<file path="src/rtl/lsu_pkg.sv">
// Shared definitions for the LSU memory master.
// Holds the load/store type encodings, the internal access-size codes, the
// byte-mask-per-size and word-crossing helpers, and the FSM state enum.
// No ports; imported with "import lsu_pkg::*;".
package lsu_pkg;

  // load_type encodings
  localparam logic [2:0] LD_LB  = 3'b000;
  localparam logic [2:0] LD_LH  = 3'b001;
  localparam logic [2:0] LD_LW  = 3'b010;
  localparam logic [2:0] LD_LBU = 3'b011;
  localparam logic [2:0] LD_LHU = 3'b100;

  // store_type encodings
  localparam logic [1:0] ST_SB = 2'b00;
  localparam logic [1:0] ST_SH = 2'b01;
  localparam logic [1:0] ST_SW = 2'b10;

  // Internal access-size codes shared by loads and stores
  localparam logic [1:0] SZ_B = 2'd0;
  localparam logic [1:0] SZ_H = 2'd1;
  localparam logic [1:0] SZ_W = 2'd2;

  typedef enum logic [2:0] {
    S_IDLE   = 3'd0,
    S_REQ_LO = 3'd1,
    S_RSP_LO = 3'd2,
    S_REQ_HI = 3'd3,
    S_RSP_HI = 3'd4,
    S_DONE   = 3'd5
  } state_t;

  // Byte mask for an access of the given size, before lane shifting
  function automatic logic [3:0] size_mask(input logic [1:0] size);
    case (size)
      SZ_B:    return 4'b0001;
      SZ_H:    return 4'b0011;
      default: return 4'b1111;
    endcase
  endfunction

  // True when off + size_in_bytes > 4, i.e. the access spills into the next word
  function automatic logic crosses_word(input logic [1:0] size, input logic [1:0] off);
    return ((size == SZ_H) && (off == 2'd3)) || ((size == SZ_W) && (off != 2'd0));
  endfunction

endpackage

</file>
<file path="src/rtl/lsu_mem_master_if.sv">
// Data-memory port between the LSU (master) and the memory controller (slave).
// Handshake: a request beat transfers in the cycle where dmem_req && dmem_gnt;
// while dmem_req is high and dmem_gnt is low, dmem_we/addr/be/wdata are held
// stable. Every granted beat gets exactly one dmem_rvalid in a later cycle
// (read data on dmem_rdata for reads, a plain ack for writes).
// Parameter: ADDR_W byte-address width.
// Signals: dmem_req, dmem_we, dmem_addr, dmem_be, dmem_wdata (master -> slave)
//          dmem_gnt, dmem_rvalid, dmem_rdata                 (slave -> master)
interface lsu_mem_master_if #(parameter int ADDR_W = 32);
  logic              dmem_req;
  logic              dmem_we;
  logic [ADDR_W-1:0] dmem_addr;
  logic [3:0]        dmem_be;
  logic [31:0]       dmem_wdata;
  logic              dmem_gnt;
  logic              dmem_rvalid;
  logic [31:0]       dmem_rdata;

  modport master (
    output dmem_req, dmem_we, dmem_addr, dmem_be, dmem_wdata,
    input  dmem_gnt, dmem_rvalid, dmem_rdata
  );

  modport slave (
    input  dmem_req, dmem_we, dmem_addr, dmem_be, dmem_wdata,
    output dmem_gnt, dmem_rvalid, dmem_rdata
  );
endinterface

</file>
<file path="src/rtl/lsu_align.sv">
// Combinational lane alignment for the LSU.
// Ports:
//   off, size, is_unsigned : captured op attributes (byte offset, size code, zero-extend)
//   st_data                : store data, right-justified
//   rd_lo, rd_hi           : read words of the LO and HI beats (rd_hi = 0 if no HI beat)
//   be_lo, be_hi           : byte enables for the LO and HI beats
//   wdata_lo, wdata_hi     : lane-aligned write data for the LO and HI beats
//   ld_data                : extracted and sign/zero-extended load result
module lsu_align
  import lsu_pkg::*;
(
  input  logic [1:0]  off,
  input  logic [1:0]  size,
  input  logic        is_unsigned,
  input  logic [31:0] st_data,
  input  logic [31:0] rd_lo,
  input  logic [31:0] rd_hi,
  output logic [3:0]  be_lo,
  output logic [3:0]  be_hi,
  output logic [31:0] wdata_lo,
  output logic [31:0] wdata_hi,
  output logic [31:0] ld_data
);

  // Shifting into a double-width vector gives both beats at once: the upper
  // half equals mask >> (4 - off) and data >> 8*(4 - off), and is 0 at off = 0.
  logic [7:0]  be_wide;
  logic [63:0] wd_wide;
  logic [31:0] word;

  always_comb begin
    be_wide  = {4'b0000, size_mask(size)} << off;
    wd_wide  = {32'h0, st_data} << {off, 3'b000};
    be_lo    = be_wide[3:0];
    be_hi    = be_wide[7:4];
    wdata_lo = wd_wide[31:0];
    wdata_hi = wd_wide[63:32];
    word     = 32'({rd_hi, rd_lo} >> {off, 3'b000});
    case (size)
      SZ_B:    ld_data = {{24{~is_unsigned & word[7]}}, word[7:0]};
      SZ_H:    ld_data = {{16{~is_unsigned & word[15]}}, word[15:0]};
      default: ld_data = word;
    endcase
  end

endmodule

</file>
<file path="src/rtl/lsu_mem_master.sv">
// Pipeline-side load/store initiator: accepts one op from the MEM stage,
// issues word-aligned byte-enabled beats on the data-memory port, waits for
// each response and returns a single wb_valid pulse with the aligned result.
// Build option: LSU_MISALIGNED_SPLIT_EN -- when defined, word-crossing ops are
// split into LO and HI beats; otherwise they complete at once with wb_err.
// Ports:
//   clk, rst                 : clock, synchronous active-high reset
//   ex_valid/ex_ready        : op handshake (ex_ready high only in IDLE)
//   mem_read, mem_write      : op kind
//   load_type, store_type    : access type encodings (see lsu_pkg)
//   addr, rs2_data           : byte address and store data
//   wb_valid, wb_err, read_data : completion pulse, error flag, load result
//   dmem                     : data-memory master port
//   dbg_state                : current FSM state for observation
module lsu_mem_master
  import lsu_pkg::*;
#(
  parameter int ADDR_W = 32
) (
  input  logic                 clk,
  input  logic                 rst,
  input  logic                 ex_valid,
  output logic                 ex_ready,
  input  logic                 mem_read,
  input  logic                 mem_write,
  input  logic [2:0]           load_type,
  input  logic [1:0]           store_type,
  input  logic [ADDR_W-1:0]    addr,
  input  logic [31:0]          rs2_data,
  output logic                 wb_valid,
  output logic                 wb_err,
  output logic [31:0]          read_data,
  lsu_mem_master_if.master     dmem,
  output state_t               dbg_state
);

  state_t            state, state_n;
  logic              op_load, op_uns, op_err;
  logic [1:0]        op_size;
  logic [ADDR_W-1:0] op_addr;
  logic [31:0]       op_data, lo_q, hi_word;

  // Decode of the op presented in IDLE
  logic       in_uns, in_illegal, in_cross, cross_err;
  logic [1:0] in_size;

  always_comb begin
    in_size = SZ_W;
    in_uns  = 1'b0;
    if (mem_read) begin
      case (load_type)
        LD_LB:   in_size = SZ_B;
        LD_LH:   in_size = SZ_H;
        LD_LBU:  begin in_size = SZ_B; in_uns = 1'b1; end
        LD_LHU:  begin in_size = SZ_H; in_uns = 1'b1; end
        default: in_size = SZ_W;
      endcase
    end else begin
      case (store_type)
        ST_SB:   in_size = SZ_B;
        ST_SH:   in_size = SZ_H;
        default: in_size = SZ_W;
      endcase
    end
    in_illegal = (mem_read && mem_write) ||
                 (mem_read && (load_type > LD_LHU)) ||
                 (mem_write && (store_type == 2'b11));
    in_cross   = crosses_word(in_size, addr[1:0]);
  end

`ifdef LSU_MISALIGNED_SPLIT_EN
  logic op_cross;
  logic [31:0] hi_q;
  assign cross_err = 1'b0;
  assign hi_word   = hi_q;
`else
  // Without splitting, a crossing op is rejected before any access
  assign cross_err = in_cross;
  assign hi_word   = 32'h0;
`endif

  wire accept = (state == S_IDLE) && ex_valid;

  always_ff @(posedge clk) begin
    if (rst) begin
      state   <= S_IDLE;
      op_load <= 1'b0;
      op_uns  <= 1'b0;
      op_err  <= 1'b0;
      op_size <= SZ_W;
      op_addr <= '0;
      op_data <= 32'h0;
      lo_q    <= 32'h0;
`ifdef LSU_MISALIGNED_SPLIT_EN
      op_cross <= 1'b0;
      hi_q     <= 32'h0;
`endif
    end else begin
      state <= state_n;
      if (accept) begin
        op_load <= mem_read;
        op_uns  <= in_uns;
        op_err  <= in_illegal || cross_err;
        op_size <= in_size;
        op_addr <= addr;
        op_data <= rs2_data;
        lo_q    <= 32'h0;
`ifdef LSU_MISALIGNED_SPLIT_EN
        op_cross <= in_cross;
        hi_q     <= 32'h0;
`endif
      end
      if ((state == S_RSP_LO) && dmem.dmem_rvalid) lo_q <= dmem.dmem_rdata;
`ifdef LSU_MISALIGNED_SPLIT_EN
      if ((state == S_RSP_HI) && dmem.dmem_rvalid) hi_q <= dmem.dmem_rdata;
`endif
    end
  end

  logic [3:0]        be_lo, be_hi;
  logic [31:0]       wdata_lo, wdata_hi, ld_data;
  logic [ADDR_W-1:0] lo_addr, hi_addr;

  assign lo_addr = {op_addr[ADDR_W-1:2], 2'b00};
  assign hi_addr = lo_addr + ADDR_W'(4);  // wraps to 0 at the top of the space

  lsu_align u_align (
    .off         (op_addr[1:0]),
    .size        (op_size),
    .is_unsigned (op_uns),
    .st_data     (op_data),
    .rd_lo       (lo_q),
    .rd_hi       (hi_word),
    .be_lo       (be_lo),
    .be_hi       (be_hi),
    .wdata_lo    (wdata_lo),
    .wdata_hi    (wdata_hi),
    .ld_data     (ld_data)
  );

  always_comb begin
    state_n          = state;
    ex_ready         = 1'b0;
    wb_valid         = 1'b0;
    wb_err           = 1'b0;
    read_data        = 32'h0;
    dmem.dmem_req    = 1'b0;
    dmem.dmem_we     = 1'b0;
    dmem.dmem_addr   = '0;
    dmem.dmem_be     = 4'b0000;
    dmem.dmem_wdata  = 32'h0;
    case (state)
      S_IDLE: begin
        ex_ready = 1'b1;
        // An op with neither read nor write is consumed here with no response
        if (ex_valid) begin
          if (in_illegal || cross_err)   state_n = S_DONE;
          else if (mem_read || mem_write) state_n = S_REQ_LO;
        end
      end
      S_REQ_LO: begin
        dmem.dmem_req   = 1'b1;
        dmem.dmem_we    = ~op_load;
        dmem.dmem_addr  = lo_addr;
        dmem.dmem_be    = be_lo;
        dmem.dmem_wdata = wdata_lo;
        if (dmem.dmem_gnt) state_n = S_RSP_LO;
      end
      S_RSP_LO: begin
`ifdef LSU_MISALIGNED_SPLIT_EN
        if (dmem.dmem_rvalid) state_n = op_cross ? S_REQ_HI : S_DONE;
`else
        if (dmem.dmem_rvalid) state_n = S_DONE;
`endif
      end
`ifdef LSU_MISALIGNED_SPLIT_EN
      S_REQ_HI: begin
        dmem.dmem_req   = 1'b1;
        dmem.dmem_we    = ~op_load;
        dmem.dmem_addr  = hi_addr;
        dmem.dmem_be    = be_hi;
        dmem.dmem_wdata = wdata_hi;
        if (dmem.dmem_gnt) state_n = S_RSP_HI;
      end
      S_RSP_HI: begin
        if (dmem.dmem_rvalid) state_n = S_DONE;
      end
`endif
      S_DONE: begin
        wb_valid  = 1'b1;
        wb_err    = op_err;
        read_data = (op_load && !op_err) ? ld_data : 32'h0;
        state_n   = S_IDLE;
      end
      default: state_n = S_IDLE;
    endcase
  end

  assign dbg_state = state;

endmodule

</file>
<file path="src/flat_wrapper.sv">
// flat-port wrapper written by rule: the top's interface ports become plain ports
module lsu_mem_master_flat import lsu_pkg::*;
#(
  parameter int ADDR_W = 32
)
  (clk, rst, ex_valid, ex_ready, mem_read, mem_write, load_type, store_type, addr, rs2_data, wb_valid, wb_err, read_data, dbg_state, dmem_dmem_req, dmem_dmem_we, dmem_dmem_addr, dmem_dmem_be, dmem_dmem_wdata, dmem_dmem_gnt, dmem_dmem_rvalid, dmem_dmem_rdata);
  lsu_mem_master_if #(.ADDR_W(ADDR_W)) dmem_i ();
  input  logic clk;
  input  logic rst;
  input  logic ex_valid;
  output logic ex_ready;
  input  logic mem_read;
  input  logic mem_write;
  input  logic [2:0] load_type;
  input  logic [1:0] store_type;
  input  logic [ADDR_W-1:0] addr;
  input  logic [31:0] rs2_data;
  output logic wb_valid;
  output logic wb_err;
  output logic [31:0] read_data;
  output state_t dbg_state;
  output wire logic [$bits(dmem_i.dmem_req)-1:0] dmem_dmem_req;
  output wire logic [$bits(dmem_i.dmem_we)-1:0] dmem_dmem_we;
  output wire logic [$bits(dmem_i.dmem_addr)-1:0] dmem_dmem_addr;
  output wire logic [$bits(dmem_i.dmem_be)-1:0] dmem_dmem_be;
  output wire logic [$bits(dmem_i.dmem_wdata)-1:0] dmem_dmem_wdata;
  input wire logic [$bits(dmem_i.dmem_gnt)-1:0] dmem_dmem_gnt;
  input wire logic [$bits(dmem_i.dmem_rvalid)-1:0] dmem_dmem_rvalid;
  input wire logic [$bits(dmem_i.dmem_rdata)-1:0] dmem_dmem_rdata;
  assign dmem_dmem_req = dmem_i.dmem_req;
  assign dmem_dmem_we = dmem_i.dmem_we;
  assign dmem_dmem_addr = dmem_i.dmem_addr;
  assign dmem_dmem_be = dmem_i.dmem_be;
  assign dmem_dmem_wdata = dmem_i.dmem_wdata;
  assign dmem_i.dmem_gnt = dmem_dmem_gnt;
  assign dmem_i.dmem_rvalid = dmem_dmem_rvalid;
  assign dmem_i.dmem_rdata = dmem_dmem_rdata;
  lsu_mem_master #(.ADDR_W(ADDR_W)) u_core (.clk(clk), .rst(rst), .ex_valid(ex_valid), .ex_ready(ex_ready), .mem_read(mem_read), .mem_write(mem_write), .load_type(load_type), .store_type(store_type), .addr(addr), .rs2_data(rs2_data), .wb_valid(wb_valid), .wb_err(wb_err), .read_data(read_data), .dmem(dmem_i), .dbg_state(dbg_state));
endmodule
</file>
<file path="config.mk">
export PLATFORM = sky130hd
export DESIGN_NAME = lsu_mem_master_flat
export DESIGN_NICKNAME = d
export VERILOG_FILES = /design/src/rtl/lsu_pkg.sv /design/src/rtl/lsu_mem_master_if.sv /design/src/rtl/lsu_align.sv /design/src/rtl/lsu_mem_master.sv /design/src/flat_wrapper.sv
export SDC_FILE = /design/constraint.sdc
export NUM_CORES = 1
export LEC_CHECK = 0
export CAP_MARGIN = 20
export CORE_MARGIN = 2
export CORE_UTILIZATION = 48
export CTS_BUF_LIST = sky130_fd_sc_hd__clkbuf_8
export DETAILED_ROUTE_END_ITERATION = 8
export GPL_TIMING_DRIVEN = 0
export MAX_ROUTING_LAYER = met4
export PLACE_DENSITY = 0.88
export SLEW_MARGIN = 20
export SYNTH_ARGS = -nofsm -noshare
export SYNTH_HDL_FRONTEND = slang
export SYNTH_SLANG_ARGS = --single-unit
</file>
<file path="constraint.sdc">
create_clock -name clk -period 3.8 [get_ports clk]
set_input_delay 0.57 -clock clk [delete_from_list [all_inputs] [get_ports clk]]
set_output_delay 0.57 -clock clk [all_outputs]
set_load 0.05 [all_outputs]
</file>
==> impl_metrics.yaml <==
final_layout:
  synthToLayoutAreaGrowth_pct: 47.3
  num_antenna_cells: 0
  final_layout_size_suffix_gt1_frac: 0.0435
  fin_nets: 1023
  n_fill_cell: 860
timing:
  tightest_slew_ps: 673
  setup_tns_ps: 0
  finalMaxSlewViolations: 0
  min_period_ps: 3620
  rsz0062_at_grt: "false"
  relSlewSlack: 0.551
  worst_slack_ps: 182
  fin_worst_skew_ps: 12.9
  fin_crit_sh: 0.952
  hold_viol_final: 0
  finalSetupViolations: 0
  timing.fmax_ghz: 0.276
global_route:
  grt_max_degree: 19
  gr-usage-all-layers: 0.296
  grt_pass1_vias: 5262
  antenna_found_initial: 0
  globalRouteOverflowTotal: 0
  grt_pass1_wl_microns: 26700
routing:
  routed_wl_microns: 17400
  drtIter0Drc: 368
  wl_per_cell_microns: 16.4
  final_antenna_net_count: 0
  vias_per_cell: 5.44
  drtPass1Iterations: 7
  remaining_drc_errors: 0
  vias: 5768
placed_design:
  place_ws_ps: 462
  gp_congestion: 0.963
  port_buffers: 212
  hpwl_microns: 13300
power_and_ir_drop:
  powerDensity_nw_per_um2: 323
  power.static_leakage_nw: 2.75
  ir_worst_vdd_mv: 0.379
clocking:
  cts_max_path_buffers: 2
  clk_pin_slew_ps: 110
  cts_root_buf: "clkbuf_8"
  tritoncts: "built"
  cts_sinks: 104
  clk_latency_ps: 370
  h-tree-depth: 3
  cts_resized: 0
  cts_setup_buffers: 0
  cts_hold_buf: 0
  numCtsBuffers: 9
outcome:
  outcome: "finished, final reports clean"
synth:
  synth_area_sq_um: 5290
  synth.distinct_cells: 43
  yosysWarnings: 0
  synth.area.top_cells: "dfxtp_1 (39%), nand2_1 (10%), a21oi_1 (8.2%)"
  synth_edf_count: 0
  async_flop_share: 0
  synth.most_common_cell: "nand2_1"
  syn_inst: 691
  ys_ff_latch: 104
  synthFlopType: "dfxtp_1"
  synth_top_area_frac: 0.394
  synth_area_leader_cell: "dfxtp_1"
  yosysSeqAreaShare: 0.394
  synthTopCellsByCount: "nand2_1 (142), dfxtp_1 (104), a21oi_1 (87)"
  syn_area_per_cell_sq_um: 7.65
setup_path:
  critPathBufInv: 5
  cp_data_arrival_time_ps: 3050
  slowest_delay_ps: 840
  required_ps: 3230
  crit_family: "buffers and inverters"
  cpMostUsedCell: "buf_2"
  worstPathCellList: "buf_2 > and3b_1 > buf_4 > nand3b_4 > or3_1 > buf_2 > buf_6 > o2bb2ai_1 > clkdlybuf4s50_1"
  cp-start-kind: "register"
  crit_path_top_delay_cell: "clkdlybuf4s50_1"
  cp-end-kind: "primary output"
  critPathKind: "reg -> out"
  critical_path_peak_fanout: 10
  r2r_setup_slack_ps: 1660
flow_run:
  cap_violations: 0
floorplanning:
  dieArea_sq_um: 11900
  start_util: 0.490
  ios: 216
  die_h_microns: 109
  coreArea_sq_um: 10800
  num_rows: 38
  die_w_microns: 109
worst_hold_path:
  hold_path.class: "reg -> reg"
## routing by layer
layer	vias to the layer above	wire [microns]	global-route usage
li1	2811	-	-
met1	2650	7400	0.378
met2	277	8120	0.465
met3	30	1490	0.0658
met4	0	345	0.0980
met5	-	0	-
## sequential cells by signal, indices dropped and copies added, names as in the netlist
register,flops
u_core.op_err,1
u_core.op_addr,32
u_core.dbg_state,3
u_core.op_uns,1
u_core.op_data,32
u_core.op_size,2
u_core.op_load,1
u_core.lo_q,32
## worst register-to-register path: cells and delay by family, from the launching register on
family | cells | cell delay [ps]
buf+inv | 3 | 780
flops | 1 | 380
simple gates | 3 | 650
compound gates | 1 | 210
## cell usage in the layout, fill, tap and decap left out, types with 13 or more instances in the layout
master and n:
clkbuf_1 46, o2bb2ai_1 15, mux2i_1 35, nor2b_1 17
and2_1 39, a22oi_1 32, a211oi_1 33, clkdlybuf4s50_1 211
nand2_1 142, buf_2 13, nor2_1 65, a21oi_1 87
dfxtp_1 104
## stage by stage
stage / cells / instance area [sq um] / hold slack [ps] / util / power [mW]
finish: 1060 / 7790 / 455 / 0.722 / 2.52
global route: 1060 / 7790 / 470 / 0.722 / 2.64
CTS: 1060 / 7780 / 457 / 0.721 / 2.52
detailed placement: 1044 / 7590 / 442 / 0.703 / 1.86
global placement: 1044 / 7590 / 437 / 0.703 / 1.85
floorplan: 692 / 5290 / 432 / - / 1.59
## power by group
part / leakage, nW / internal [mW] / switching (mW)
logic: 1.80 / 0.263 / 0.382
clock network: 0.0987 / 0.266 / 0.404
registers: 0.849 / 1.15 / 0.0482
## cells by family (layout without fill, tap and decap cells)
kind of cell / count (synthesis) / count (layout) / synth area share
xor gates and xnor gates: 1 / 1 / 0.00166
other: 1 / 2 / 0.000709
DFF: 104 / 104 / 0.394
muxes: 37 / 37 / 0.0705
and+or+nand+nor: 287 / 287 / 0.247
AOI/OAI and AO/OA: 187 / 187 / 0.226
buffers and inverters: 74 / 302 / 0.0606
## path summary, 6_finish.rpt
path                                          start                 end  cells after the start
worst max register to register  u_core.dbg_state[1]     u_core.lo_q[25]                      7
worst max-delay path            u_core.dbg_state[0]       read_data[29]                      9
worst min-delay path             u_core.op_addr[15]  u_core.op_addr[15]                      2
worst min register to register   u_core.op_addr[15]  u_core.op_addr[15]                      2
## final cells by class
type | count | area, sq um | area share
clock inverter | 6 | 51.3 | 0.00658
inverter | 6 | 22.5 | 0.00289
clock buffer | 10 | 138 | 0.0177
buffer | 68 | 298 | 0.0382
multi-input combinational | 514 | 2900 | 0.372
sequential | 104 | 2080 | 0.267
timing repair buffer | 212 | 2120 | 0.273
tap | 140 | 175 | 0.0225
No activity file was read; power rests on OpenSTA's default activity.
